**src/rtl/gf_mul_sched.sv**
```systemverilog
// gf_mul_sched: schedules GF(2^W) multiply operations from two requesters
// onto an external fixed-latency multiplier array and buffers the products
// in a small result FIFO. Issue is credit-limited, so the FIFO can never
// overflow, and the two requesters are served round-robin.
//
// Handshakes (valid/ready): a transfer happens on a rising edge where both
// valid and ready are high. Requesters hold valid and their operands stable
// until ready is seen, and valid never depends on ready. rN_ready is
// combinational and is high only in the cycle requester N is granted.
// On the result side, res_valid means the FIFO head is presented on
// res_data/res_id, and res_valid & res_ready pops that entry.
module gf_mul_sched #(
    parameter int           W        = 16,
    parameter int           LAT      = 12,
    parameter int           OFD      = 4,
    parameter logic [W-1:0] POLY_RST = 16'h100B
) (
    input  logic         clk,
    input  logic         rst,
    input  logic         r0_valid,
    output logic         r0_ready,
    input  logic [W-1:0] r0_a,
    input  logic [W-1:0] r0_b,
    input  logic         r1_valid,
    output logic         r1_ready,
    input  logic [W-1:0] r1_a,
    input  logic [W-1:0] r1_b,
    input  logic         cfg_we,
    input  logic [W-1:0] cfg_poly,
    output logic         busy,
    output logic         ctr,
    output logic [W-1:0] ai,
    output logic [W-1:0] bi,
    output logic [W-1:0] gi,
    input  logic [W-1:0] po,
    output logic         res_valid,
    input  logic         res_ready,
    output logic [W-1:0] res_data,
    output logic         res_id
);

    // Counters must hold up to LAT + OFD without wrapping.
    localparam int CW = $clog2(LAT + OFD + 1);
    localparam int PW = (OFD > 1) ? $clog2(OFD) : 1;

    logic          rr_prio;     // requester that wins the next conflict
    logic          iss_id;      // id of the operation currently on ai/bi
    logic [CW-1:0] inflight;    // issued, not yet written into the FIFO
    logic [CW-1:0] occ;         // FIFO occupancy
    logic [CW:0]   total;
    logic          credit_ok;
    logic          cfg_accept;
    logic          gnt_any;
    logic          gnt_id;
    logic          issue;

    logic [LAT-1:0] tag_v;
    logic [LAT-1:0] tag_id;
    logic           wr_en;
    logic           pop;

    logic [PW-1:0] wr_ptr;
    logic [PW-1:0] rd_ptr;
    logic [W-1:0]  fifo_data [OFD];
    logic          fifo_id   [OFD];

    function automatic logic [PW-1:0] ptr_inc(input logic [PW-1:0] p);
        return (p == PW'(OFD - 1)) ? '0 : p + PW'(1);
    endfunction

    // Credit, busy and configuration acceptance.
    assign total      = {1'b0, inflight} + {1'b0, occ};
    assign credit_ok  = total < (CW + 1)'(OFD);
    assign busy       = (total != '0);
    assign cfg_accept = cfg_we & ~busy;

    // Round-robin grant; a configuration write takes the cycle, and
    // nothing is granted while reset is held.
    always_comb begin
        gnt_any = 1'b0;
        gnt_id  = 1'b0;
        if (r0_valid && r1_valid) begin
            gnt_any = 1'b1;
            gnt_id  = rr_prio;
        end else if (r0_valid) begin
            gnt_any = 1'b1;
            gnt_id  = 1'b0;
        end else if (r1_valid) begin
            gnt_any = 1'b1;
            gnt_id  = 1'b1;
        end
        issue    = gnt_any & credit_ok & ~cfg_accept & rst;
        r0_ready = issue & ~gnt_id;
        r1_ready = issue & gnt_id;
    end

    // Array operand registers, start pulse and round-robin pointer.
    always_ff @(posedge clk or negedge rst) begin
        if (!rst) begin
            ctr     <= 1'b0;
            ai      <= '0;
            bi      <= '0;
            iss_id  <= 1'b0;
            rr_prio <= 1'b0;
        end else begin
            ctr <= issue;
            if (issue) begin
                ai      <= gnt_id ? r1_a : r0_a;
                bi      <= gnt_id ? r1_b : r0_b;
                iss_id  <= gnt_id;
                rr_prio <= ~gnt_id;
            end
        end
    end

    // Field polynomial register, writable only while nothing is in flight.
    always_ff @(posedge clk or negedge rst) begin
        if (!rst) begin
            gi <= POLY_RST;
        end else if (cfg_accept) begin
            gi <= cfg_poly;
        end
    end

    // Tag pipeline: stage 0 loads on the edge the array samples ctr, so the
    // last stage lines up with the edge po carries that product.
    always_ff @(posedge clk or negedge rst) begin
        if (!rst) begin
            tag_v  <= '0;
            tag_id <= '0;
        end else begin
            tag_v[0]  <= ctr;
            tag_id[0] <= iss_id;
            for (int i = 1; i < LAT; i++) begin
                tag_v[i]  <= tag_v[i-1];
                tag_id[i] <= tag_id[i-1];
            end
        end
    end

    assign wr_en     = tag_v[LAT-1];
    assign res_valid = (occ != '0);
    assign pop       = res_valid & res_ready;
    assign res_data  = fifo_data[rd_ptr];
    assign res_id    = fifo_id[rd_ptr];

    // In-flight counter: up on issue, down when the product lands in the FIFO.
    always_ff @(posedge clk or negedge rst) begin
        if (!rst) begin
            inflight <= '0;
        end else begin
            case ({issue, wr_en})
                2'b10:   inflight <= inflight + CW'(1);
                2'b01:   inflight <= inflight - CW'(1);
                default: inflight <= inflight;
            endcase
        end
    end

    // Result FIFO storage, pointers and occupancy; push and pop may coincide.
    always_ff @(posedge clk or negedge rst) begin
        if (!rst) begin
            wr_ptr <= '0;
            rd_ptr <= '0;
            occ    <= '0;
            for (int i = 0; i < OFD; i++) begin
                fifo_data[i] <= '0;
                fifo_id[i]   <= 1'b0;
            end
        end else begin
            if (wr_en) begin
                fifo_data[wr_ptr] <= po;
                fifo_id[wr_ptr]   <= tag_id[LAT-1];
                wr_ptr            <= ptr_inc(wr_ptr);
            end
            if (pop) begin
                rd_ptr <= ptr_inc(rd_ptr);
            end
            case ({wr_en, pop})
                2'b10:   occ <= occ + CW'(1);
                2'b01:   occ <= occ - CW'(1);
                default: occ <= occ;
            endcase
        end
    end

endmodule

```
**config.mk**
```make
export PLATFORM = sky130hd
export DESIGN_NAME = gf_mul_sched
export DESIGN_NICKNAME = d
export VERILOG_FILES = /design/src/rtl/gf_mul_sched.sv
export SDC_FILE = /design/constraint.sdc
export NUM_CORES = 1
export LEC_CHECK = 0
export CELL_PAD_IN_SITES_DETAIL_PLACEMENT = 2
export CELL_PAD_IN_SITES_GLOBAL_PLACEMENT = 2
export CORE_ASPECT_RATIO = 1.25
export CORE_MARGIN = 8
export CORE_UTILIZATION = 33
export CTS_CLUSTER_SIZE = 20
export DETAILED_ROUTE_END_ITERATION = 8
export GPL_TIMING_DRIVEN = 0
export PLACE_DENSITY = 0.79
export SLEW_MARGIN = 15
export SYNTH_ARGS = -nofsm -noshare
export SYNTH_HDL_FRONTEND = slang
export SYNTH_SLANG_ARGS = --single-unit
```
**constraint.sdc**
```tcl
create_clock -name clk -period 4.2 [get_ports clk]
set_input_delay 0.63 -clock clk [delete_from_list [all_inputs] [get_ports clk]]
set_output_delay 0.63 -clock clk [all_outputs]
set_load 0.03 [all_outputs]
```
==> impl_summary.md, run 1 <==
Finish
The number of diodes added for antenna fixing is 0. Of the cells placed in the final design, the portion with a size suffix greater than 1 is 0.225. Relative to the synthesized area, the layout overhead comes to 39.7%. The cell area after layout is about 0.0095 sq mm. The final net count is just under 800.

Hold path
The type of the worst min-delay path is in2async.

Synthesis
The area share of the leading cell type in the synthesized netlist is 0.564. By area, the combinational part of the netlist is dominated by multiplexers. The sequential element share of the synthesized area is 0.580.

After technology mapping, the gate count stands at 480. The post-synthesis compound-gate area fraction is 0.0505. Measured against the total synthesized area, the mux share comes to 0.252. The synthesized netlist contains 33 unique library cells. Of the total synthesized cell area, the portion taken by full adders, half adders and majority gates is 0.0420.

After synthesis the netlist holds a flip-flop and latch count of 157. The netlist area before placement is between 0.006 and 0.007 sq mm. The average footprint of a synthesized cell is 14.1 sq um.

The cell type with the highest aggregate area in the netlist is sky130_fd_sc_hd__dfrtp_1. When the netlist entered floorplanning its net count stood at approximately 600. The warning count from the yosys run is 0.

Of the total synthesized cell area, the portion taken by AND, OR, NAND and NOR gates is 0.0424. Ranked by total cell area, the synthesized netlist is headed by sky130_fd_sc_hd__dfrtp_1 (56%), sky130_fd_sc_hd__mux2_2 (12%), sky130_fd_sc_hd__mux4_2 (5.6%). The XOR/XNOR share of the synthesized area is 0.0103.

Floorplanning
For this design the top-level I/O count stands at 172. The floorplan has just under 60 rows. The starting density of the core is 0.336. The die width is 144 um. The y dimension of the die is 176 um. The floorplan step defined a die boundary enclosing about 0.025 sq mm. After floorplanning, the core was sized to cover ~0.020 sq mm.

Timing
Timing would allow up to between 200 and 250 MHz. Setup repair after global routing left no endpoint under its margin. The final hold violation count is 0. The setup total negative slack is 0 ns. Dividing the final minimum period by the clock period gives 0.956.

For the pin with the worst max-slew slack, the measured transition is 0.786 ns. The post-route clock skew is around 0.012 ns. The final count of pins violating max slew is 0. Measured against its own limit, the worst slew margin works out to 0.476. The routed design could run at a clock period as short as 4.02 ns.

Setup violations remaining at the end of the flow were counted as 0.

Global routing
Entering global routing, the biggest net connects 85 pins. In the global route stage, met1 resource usage came out at 0.171. The met3 usage is 0.0724. The via count of the first global-routing pass is between 5000 and 6000. The number of antenna violations at the first check in global routing is 0. Summed over all layers, the global routing overflow is 0. In this run the most used layer during global routing was met2.

For this run, the total global-route usage over all layers was measured as 0.171. The met2 track demand over resource in global routing is 0.311. The first global-routing pass estimated about 33 mm of wire.

Status
The run finished with clean final reports.

Power and ir drop
The share of total power dissipated in combinational logic is 0.454. The sequential cell fraction of total power is 0.338. Cell internal power was estimated by the tool at approximately 0.0047 W. Summed over all nets, the switching power comes to 0.00292 W. The analysis attributes to cell leakage a power of between 4 and 5 nW. The share of total power dissipated in the clock network is 0.208. Of the total power, the share spent switching nets is 0.383.

The worst-case IR drop observed on VDD is between 0.3 and 0.4 mV. Dividing total power by cell area gives a power density of slightly above 800 mW/mm^2.

Route
For this block, the initial DRC count from the detailed router was 132. Dividing the detail-routed wire length by the instance count gives ~21 um. The remaining design rule violation count is 0. The number of antenna-violating nets in the routed design is 0. For this block, the via count after detailed routing is roughly 4600. In the routed layout, each cell is associated on average with a via count of approximately 5. The final wirelength is between 20 and 25 mm.

The number of search-and-repair iterations in the first detailed-routing pass is 4.

Setup path
For the worst setup path, the data required time is approximately 4.5 ns. The startpoint type of the worst setup path is a flip-flop. The origin of the worst setup path is inflight[0]. The worst reg2reg path startpoint is inflight[0]. In this run the worst path has a maximum fanout of 10. At the worst endpoint, the arrival time is around 4.3 ns. The worst setup path is captured at a flip-flop. The critical path start-end classification is reg2reg.

Clock network
After clock tree synthesis, the clock-pin slew on the worst setup and hold paths is 0.07 ns. TritonCTS built the clock tree. The number of levels in the clock H-tree is 4. CTS placed an instance of sky130_fd_sc_hd__clkbuf_16 at the clock tree root. The number of buffers created by CTS is 17. The clock insertion delay at the later pin of the skew report is around 0.43 ns. CTS saw around 160 sinks.

For this design, the CTS-stage hold fixing added 0 buffers. No sink is reached through more buffers than the 2 on the longest clock path.

Run
The number of max-cap violations is 0.

Place
The placer congestion estimate is around 0.8. Summed over all nets, the half-perimeter wirelength after detailed placement is 15.3 mm. Buffers placed on the I/O ports in this run total 171. In this run the cell area measured after placement is 0.00887 sq mm.
worst paths after layout:
kind	end	slack, ns	cells past startpoint
max in group asynchronous	gi[0]	3.21	2
min in group clk	tag_id[4]	0.35	0
min	fifo_data[36]	0.15	1
min reg2reg	tag_id[4]	0.35	0
max	inflight[4]	0.18	13
max reg2reg	inflight[4]	0.18	13
cell usage in the layout, fill, tap and decap left out, types with 2 or more instances in the layout:
cell type	synthesis	final
sky130_fd_sc_hd__a21o_1	4	4
sky130_fd_sc_hd__a21oi_1	8	8
sky130_fd_sc_hd__buf_2	4	4
sky130_fd_sc_hd__bufinv_16	0	2
sky130_fd_sc_hd__clkbuf_1	17	16
sky130_fd_sc_hd__clkbuf_16	0	17
sky130_fd_sc_hd__clkdlybuf4s50_1	0	168
sky130_fd_sc_hd__clkinv_4	0	2
sky130_fd_sc_hd__clkinvlp_4	0	3
sky130_fd_sc_hd__dfrtp_1	153	153
sky130_fd_sc_hd__dfstp_2	4	4
sky130_fd_sc_hd__fa_1	3	3
sky130_fd_sc_hd__ha_1	18	18
sky130_fd_sc_hd__inv_1	16	16
sky130_fd_sc_hd__inv_6	0	6
sky130_fd_sc_hd__inv_8	0	2
sky130_fd_sc_hd__mux2_2	75	75
sky130_fd_sc_hd__mux2_4	10	10
sky130_fd_sc_hd__mux2i_1	33	33
sky130_fd_sc_hd__mux4_2	17	17
sky130_fd_sc_hd__nand2_1	44	44
sky130_fd_sc_hd__nand3_1	4	4
sky130_fd_sc_hd__nor2b_1	3	3
sky130_fd_sc_hd__o21ai_0	43	42
sky130_fd_sc_hd__or3b_2	2	2
sky130_fd_sc_hd__xnor2_1	4	4
sky130_fd_sc_hd__xor2_1	4	4
metrics by stage:
| step | std cells | worst slack, ns | power, W | utilization | hold WS (ns) |
|---|---|---|---|---|---|
| 6_report | 955 | 0.184 | 0.00763 | 0.470 | 0.147 |
| 2_1_floorplan | 480 | 0.376 | 0.00465 | - | 0.331 |
| 3_3_place_gp | 921 | -5.55 | 0.00583 | 0.438 | 0.332 |
| 4_1_cts | 955 | 0.0159 | 0.00777 | 0.470 | 0.205 |
| 3_5_place_dp | 922 | -0.261 | 0.00608 | 0.440 | 0.336 |
| 5_1_grt | 955 | 0.00410 | 0.00810 | 0.470 | 0.220 |
area by class of cell:
| class | count | area (sq um) |
|---|---|---|
| buffer | 23 | 100 |
| clock buffer | 17 | 425 |
| clock inverter | 15 | 175 |
| fill | 2005 | 10700 |
| inverter | 16 | 60.1 |
| multi-input combinational | 284 | 2700 |
| sequential | 157 | 3930 |
| tap | 270 | 338 |
| timing repair buffer | 173 | 1750 |
cell usage after synthesis:
cell                        count
sky130_fd_sc_hd__a2111oi_4      1
sky130_fd_sc_hd__a211o_1        1
sky130_fd_sc_hd__a21o_1         4
sky130_fd_sc_hd__a21oi_1        8
sky130_fd_sc_hd__and3_1         1
sky130_fd_sc_hd__buf_1          1
sky130_fd_sc_hd__buf_2          4
sky130_fd_sc_hd__buf_6          1
sky130_fd_sc_hd__clkbuf_1      17
sky130_fd_sc_hd__dfrtp_1      153
sky130_fd_sc_hd__dfstp_2        4
sky130_fd_sc_hd__fa_1           3
sky130_fd_sc_hd__ha_1          18
sky130_fd_sc_hd__inv_1         16
sky130_fd_sc_hd__mux2_2        75
sky130_fd_sc_hd__mux2_4        10
sky130_fd_sc_hd__mux2i_1       33
sky130_fd_sc_hd__mux4_2        17
sky130_fd_sc_hd__nand2_1       44
sky130_fd_sc_hd__nand3_1        4
sky130_fd_sc_hd__nand3b_1       1
sky130_fd_sc_hd__nand4_4        1
sky130_fd_sc_hd__nor2_1         2
sky130_fd_sc_hd__nor2b_1        3
sky130_fd_sc_hd__nor3_1         1
sky130_fd_sc_hd__nor4_1         1
sky130_fd_sc_hd__o211ai_4       1
sky130_fd_sc_hd__o21ai_0       43
sky130_fd_sc_hd__or2_2          1
sky130_fd_sc_hd__or3_1          1
sky130_fd_sc_hd__or3b_2         2
sky130_fd_sc_hd__xnor2_1        4
sky130_fd_sc_hd__xor2_1         4
layer usage:
metal,up-vias,share of wire
li1,2075,-
met1,2396,0.36
met2,152,0.54
met3,23,0.087
met4,0,0.014
met5,-,0
worst max-delay path: stages, from the launching register on:
cell,delay (ns)
sky130_fd_sc_hd__dfrtp_1,0.45
sky130_fd_sc_hd__ha_1,0.26
sky130_fd_sc_hd__fa_1,0.39
sky130_fd_sc_hd__a211o_1,0.32
sky130_fd_sc_hd__a2111oi_4,0.38
sky130_fd_sc_hd__o211ai_4,0.18
sky130_fd_sc_hd__clkbuf_2,0.24
sky130_fd_sc_hd__ha_1,0.31
sky130_fd_sc_hd__ha_1,0.34
sky130_fd_sc_hd__nor2b_1,0.15
sky130_fd_sc_hd__o21ai_1,0.19
sky130_fd_sc_hd__a21oi_1,0.10
sky130_fd_sc_hd__or3b_2,0.46
sky130_fd_sc_hd__xnor2_1,0.13
sequential cells by signal, summed over array words and instances (netlist names):
signal / flops
fifo_data: 64
ai: 16
bi: 16
gi: 16
tag_id: 12
tag_v: 12
inflight: 5
occ: 5
fifo_id: 4
rd_ptr: 2
wr_ptr: 2
ctr: 1
iss_id: 1
rr_prio: 1
cells by family after synthesis:
| family | count (synthesis) |
|---|---|
| adder cells (fa/ha/maj) | 21 |
| flip-flops | 157 |
| buffers and inverters | 39 |
| multiplexers | 135 |
| AND/OR/NAND/NOR | 62 |
| AO/OA/AOI/OAI | 58 |
| XOR/XNOR | 8 |
power by group through the flow:
stage	registers, W	logic, W	clock network (W)
final	0.00258	0.00346	0.00158
after global routing	0.00267	0.00374	0.00170
after CTS	0.00259	0.00354	0.00164
after detailed placement	0.00259	0.00349	0
after global placement	0.00252	0.00331	0
after floorplan	0.00285	0.00179	0
repair_timing:
action / 4_1_cts / 5_1_grt
endpoints found under the hold margin: 0 / 0
resized for setup: 2 / 3
buffers inserted: 1 / 0
pin swaps: 1 / 0
endpoints found under the setup margin: 3 / 2
(Power assumes the default switching activity.)
==> inputs of run 2 (changes only) <==
--- a/config.mk
+++ b/config.mk
@@ -13,7 +13,7 @@
 export CTS_CLUSTER_SIZE = 20
 export DETAILED_ROUTE_END_ITERATION = 8
 export GPL_TIMING_DRIVEN = 0
-export PLACE_DENSITY = 0.79
+export PLACE_DENSITY = 0.8
 export SLEW_MARGIN = 15
 export SYNTH_ARGS = -nofsm -noshare
 export SYNTH_HDL_FRONTEND = slang
==> impl_summary.md, run 2 (synthesized netlist as in run 1, its figures left out) <==
Power and ir drop
The combinational cell fraction of total power was 0.458 (was 0.454). The internal power came to 0.00459 W (was 0.00471 W). The total power per unit cell area is 798 mW/mm^2 (was 804 mW/mm^2). The share of total power consumed by net switching came to 0.391 (was 0.383). The power dissipated by switching net loads came to 0.00294 W (was 0.00292 W). The maximum resistive drop on vdd is 0.319 mV (was 0.352 mV).

The sequential cell fraction of total power is 0.344 (was 0.338). The share of power burned in the clock network is 0.198 (was 0.208). The leakage power figure is 4.20 nW (was 4.22 nW).

Timing
The maximum operating frequency was 251 MHz (was 249 MHz). The post-route clock skew is 0.0111 ns (was 0.0120 ns). The period utilization is 0.949 (was 0.956). The pin slew with the least headroom to its limit was 0.746 ns (was 0.786 ns). The number of setup violations in the final report came to 0 (unchanged). The shortest period the worst path allows is 3.98 ns (was 4.02 ns).

The final count of pins violating max slew is 0 (unchanged). The setup total negative slack is 0 ns (unchanged). RSZ-0062 raised after global routing: no (unchanged). The final hold violation count is 0 (unchanged). The worst slew margin relative to its limit was 0.503 (was 0.476).

Status
Status: complete, no violations (unchanged).

Setup path
The startpoint type of the worst setup path is a flip-flop (unchanged). The master of the slowest instance on the critical path is sky130_fd_sc_hd__or3b_2 (unchanged). The count of buffering cells on the critical path with inverters included is 1 (unchanged). The critical path start-end classification is reg2reg (unchanged). Cells along the critical path: ha_1 -> fa_1 -> a211o_1 -> a2111oi_4 -> o211ai_4 -> clkbuf_2 -> ha_1 -> ha_1 -> nor2b_1 -> o21ai_1 -> a21oi_1 -> or3b_2 -> xnor2_1 (unchanged).

The data required time at the worst endpoint came to 4.51 ns (about the same). The cell family contributing the most delay on the critical path is adder cells (unchanged). The capturing element type of the critical path is a flip-flop (unchanged).

The maximum fanout encountered on the critical timing path came to 10 (unchanged). The critical path data arrival time is 4.30 ns (was 4.33 ns). The cell with the most instances on the worst path is sky130_fd_sc_hd__ha_1 (unchanged). The maximum cell stage delay along the critical path is 0.47 ns (was 0.46 ns). The length in cells of the worst reg-to-reg path is 13 (unchanged). The total number of cells along the worst setup path came to 13 (unchanged).

Finish
The area added between synthesis and finish is 39.2% (was 39.7%). The most common cell after layout, fill and taps aside is sky130_fd_sc_hd__clkdlybuf4s50_1 (unchanged). The number of diodes added for antenna fixing is 0 (unchanged). The number of filler cells placed in the layout came to 2032 (was 2005).

The combined flip-flop and latch cell area is 0.00393 sq mm (unchanged). The final cell count without fillers is 955 (unchanged). The flip-flop count of the largest register after layout is 64 (unchanged). The final net count is 795 (unchanged).

Top library cells by usage in the layout, fill and taps aside: sky130_fd_sc_hd__clkdlybuf4s50_1 (168), sky130_fd_sc_hd__dfrtp_1 (153), sky130_fd_sc_hd__mux2_2 (75) (unchanged). The area of the multi-input gates is 0.00269 sq mm (was 0.00270 sq mm). The register with the most flip-flops is fifo_data (unchanged).

The proportion of layout cells with a drive suffix above 1 came to 0.223 (was 0.225).

Clock network
The clock root buffer master is sky130_fd_sc_hd__clkbuf_16 (unchanged). The TritonCTS clock tree is done (unchanged). The clock sink count came to 157 (unchanged). The number of buffers created by CTS was 17 (unchanged). The clock insertion delay at the later pin of the skew report is 0.42 ns (was 0.43 ns). The number of levels in the clock H-tree is 4 (unchanged).

The deepest clock path buffer count came to 2 (unchanged). The clock input transition at the sequential cells of the worst setup and hold paths is 0.07 ns (about the same).

Hold path
The type of the worst min-delay path is in2async (unchanged).

Route
The per-cell routed wire length is 21.5 um (was 21.4 um). The detailed-route via count was 4634 (was 4646). The remaining design rule violation count is 0 (unchanged). The uppermost signal routing layer after detailed routing is met4 (unchanged). The number of antenna-violating nets in the routed design is 0 (unchanged). The starting DRC count in detailed routing is 93 (was 132). The final wirelength is 20.6 mm (was 20.5 mm).

The number of vias per cell after detailed routing is 4.85 (was 4.86). The routed length on met1 is 7.44 mm (was 7.33 mm). The amount of wire on met3 after detailed routing was 1.73 mm (was 1.77 mm).

The routed length on met2 was 11.1 mm (about the same). The number of search-and-repair iterations in the first detailed-routing pass is 4 (unchanged).

Global routing
The number of antenna violations at the first check in global routing is 0 (unchanged). The maximum number of pins on one net before global-route repair is 81 (was 85). The global-route wire length before repair is 32.8 mm (was 32.6 mm).

The final global-route overflow total is 0 (unchanged). The global router's overall resource usage was 0.171 (about the same). The via count of the first global-routing pass is 5852 (was 5703).

Place
The number of port buffers was 171 (unchanged). The detailed-placement wirelength estimate is 15.5 mm (was 15.3 mm). The placer congestion estimate is 0.759 (was 0.785). The cell count after placement is 922 (unchanged).

Run
The number of max-cap violations is 0 (unchanged).

Floorplanning
The core footprint came to 0.0202 sq mm (unchanged). The I/O pin total is 172 (unchanged). The die width was 144 um (unchanged). The y dimension of the die is 176 um (unchanged). The starting density of the core was 0.336 (unchanged). The overall die area is 0.0254 sq mm (unchanged).

The floorplan row count is 58 (unchanged).
-- run 2: per-layer routing --
layer,GRT usage,vias up
met4,0.0487,0
met2,0.312,163
met1,0.173,2366
met5,0,-
li1,-,2078
met3,0.0719,27
-- run 2: area by class of cell --
type,count,share of cell area
inverters,16,0.00636
well taps,270,0.0358
clock buffers,17,0.0450
clock inverters,15,0.0154
multi-input cells,284,0.285
repair buffers,173,0.186
plain buffers,23,0.0106
flip-flops and latches,157,0.416
-- run 2: metrics by stage --
step	hold slack (ns)	utilization	instance area [sq um]	power (W)	worst slack, ns
2_1_floorplan	0.331	-	6790	0.00465	0.376
3_3_place_gp	0.334	0.438	8840	0.00582	-5.75
3_5_place_dp	0.337	0.440	8870	0.00609	-0.0845
4_1_cts	0.217	0.468	9450	0.00767	0.0235
5_1_grt	0.227	0.468	9450	0.00798	0.00635
6_report	0.197	0.468	9450	0.00754	0.216
-- run 2: worst paths after layout --
path / slack [ns] / start / endpoint
setup / recovery: 0.22 / inflight[0] / inflight[4]
hold / removal: 0.20 / rst / fifo_data[51]
setup reg to reg: 0.22 / inflight[0] / inflight[4]
hold reg to reg: 0.35 / tag_id[2] / tag_id[3]
max in group asynchronous: 3.16 / rst / gi[12]
min in group clk: 0.35 / tag_id[2] / tag_id[3]
-- run 2: worst register-to-register path, stage by stage, from the launching register on --
cell and delay (ns):
sky130_fd_sc_hd__dfrtp_1 0.44, sky130_fd_sc_hd__ha_1 0.26, sky130_fd_sc_hd__fa_1 0.40, sky130_fd_sc_hd__a211o_1 0.31, sky130_fd_sc_hd__a2111oi_4 0.39, sky130_fd_sc_hd__o211ai_4 0.18, sky130_fd_sc_hd__clkbuf_2 0.24, sky130_fd_sc_hd__ha_1 0.29
sky130_fd_sc_hd__ha_1 0.33, sky130_fd_sc_hd__nor2b_1 0.15, sky130_fd_sc_hd__o21ai_1 0.19, sky130_fd_sc_hd__a21oi_1 0.10, sky130_fd_sc_hd__or3b_2 0.47, sky130_fd_sc_hd__xnor2_1 0.14
-- run 2: repair_timing --
action                                  4_1_cts  5_1_grt
hold buffers                                  0        0
resized for setup                             1        4
endpoints found under the hold margin         0        0
endpoints found under the setup margin        3        2
buffers inserted                              1        0
pin swaps                                     1        0
-- run 2: power by group through the flow --
stage	Clock (W)	Combinational [W]	Sequential, W
global placement	0	0.00331	0.00251
floorplan	0	0.00179	0.00285
finish	0.00149	0.00345	0.00259
CTS	0.00153	0.00353	0.00261
detailed placement	0	0.00349	0.00260
global route	0.00159	0.00372	0.00267
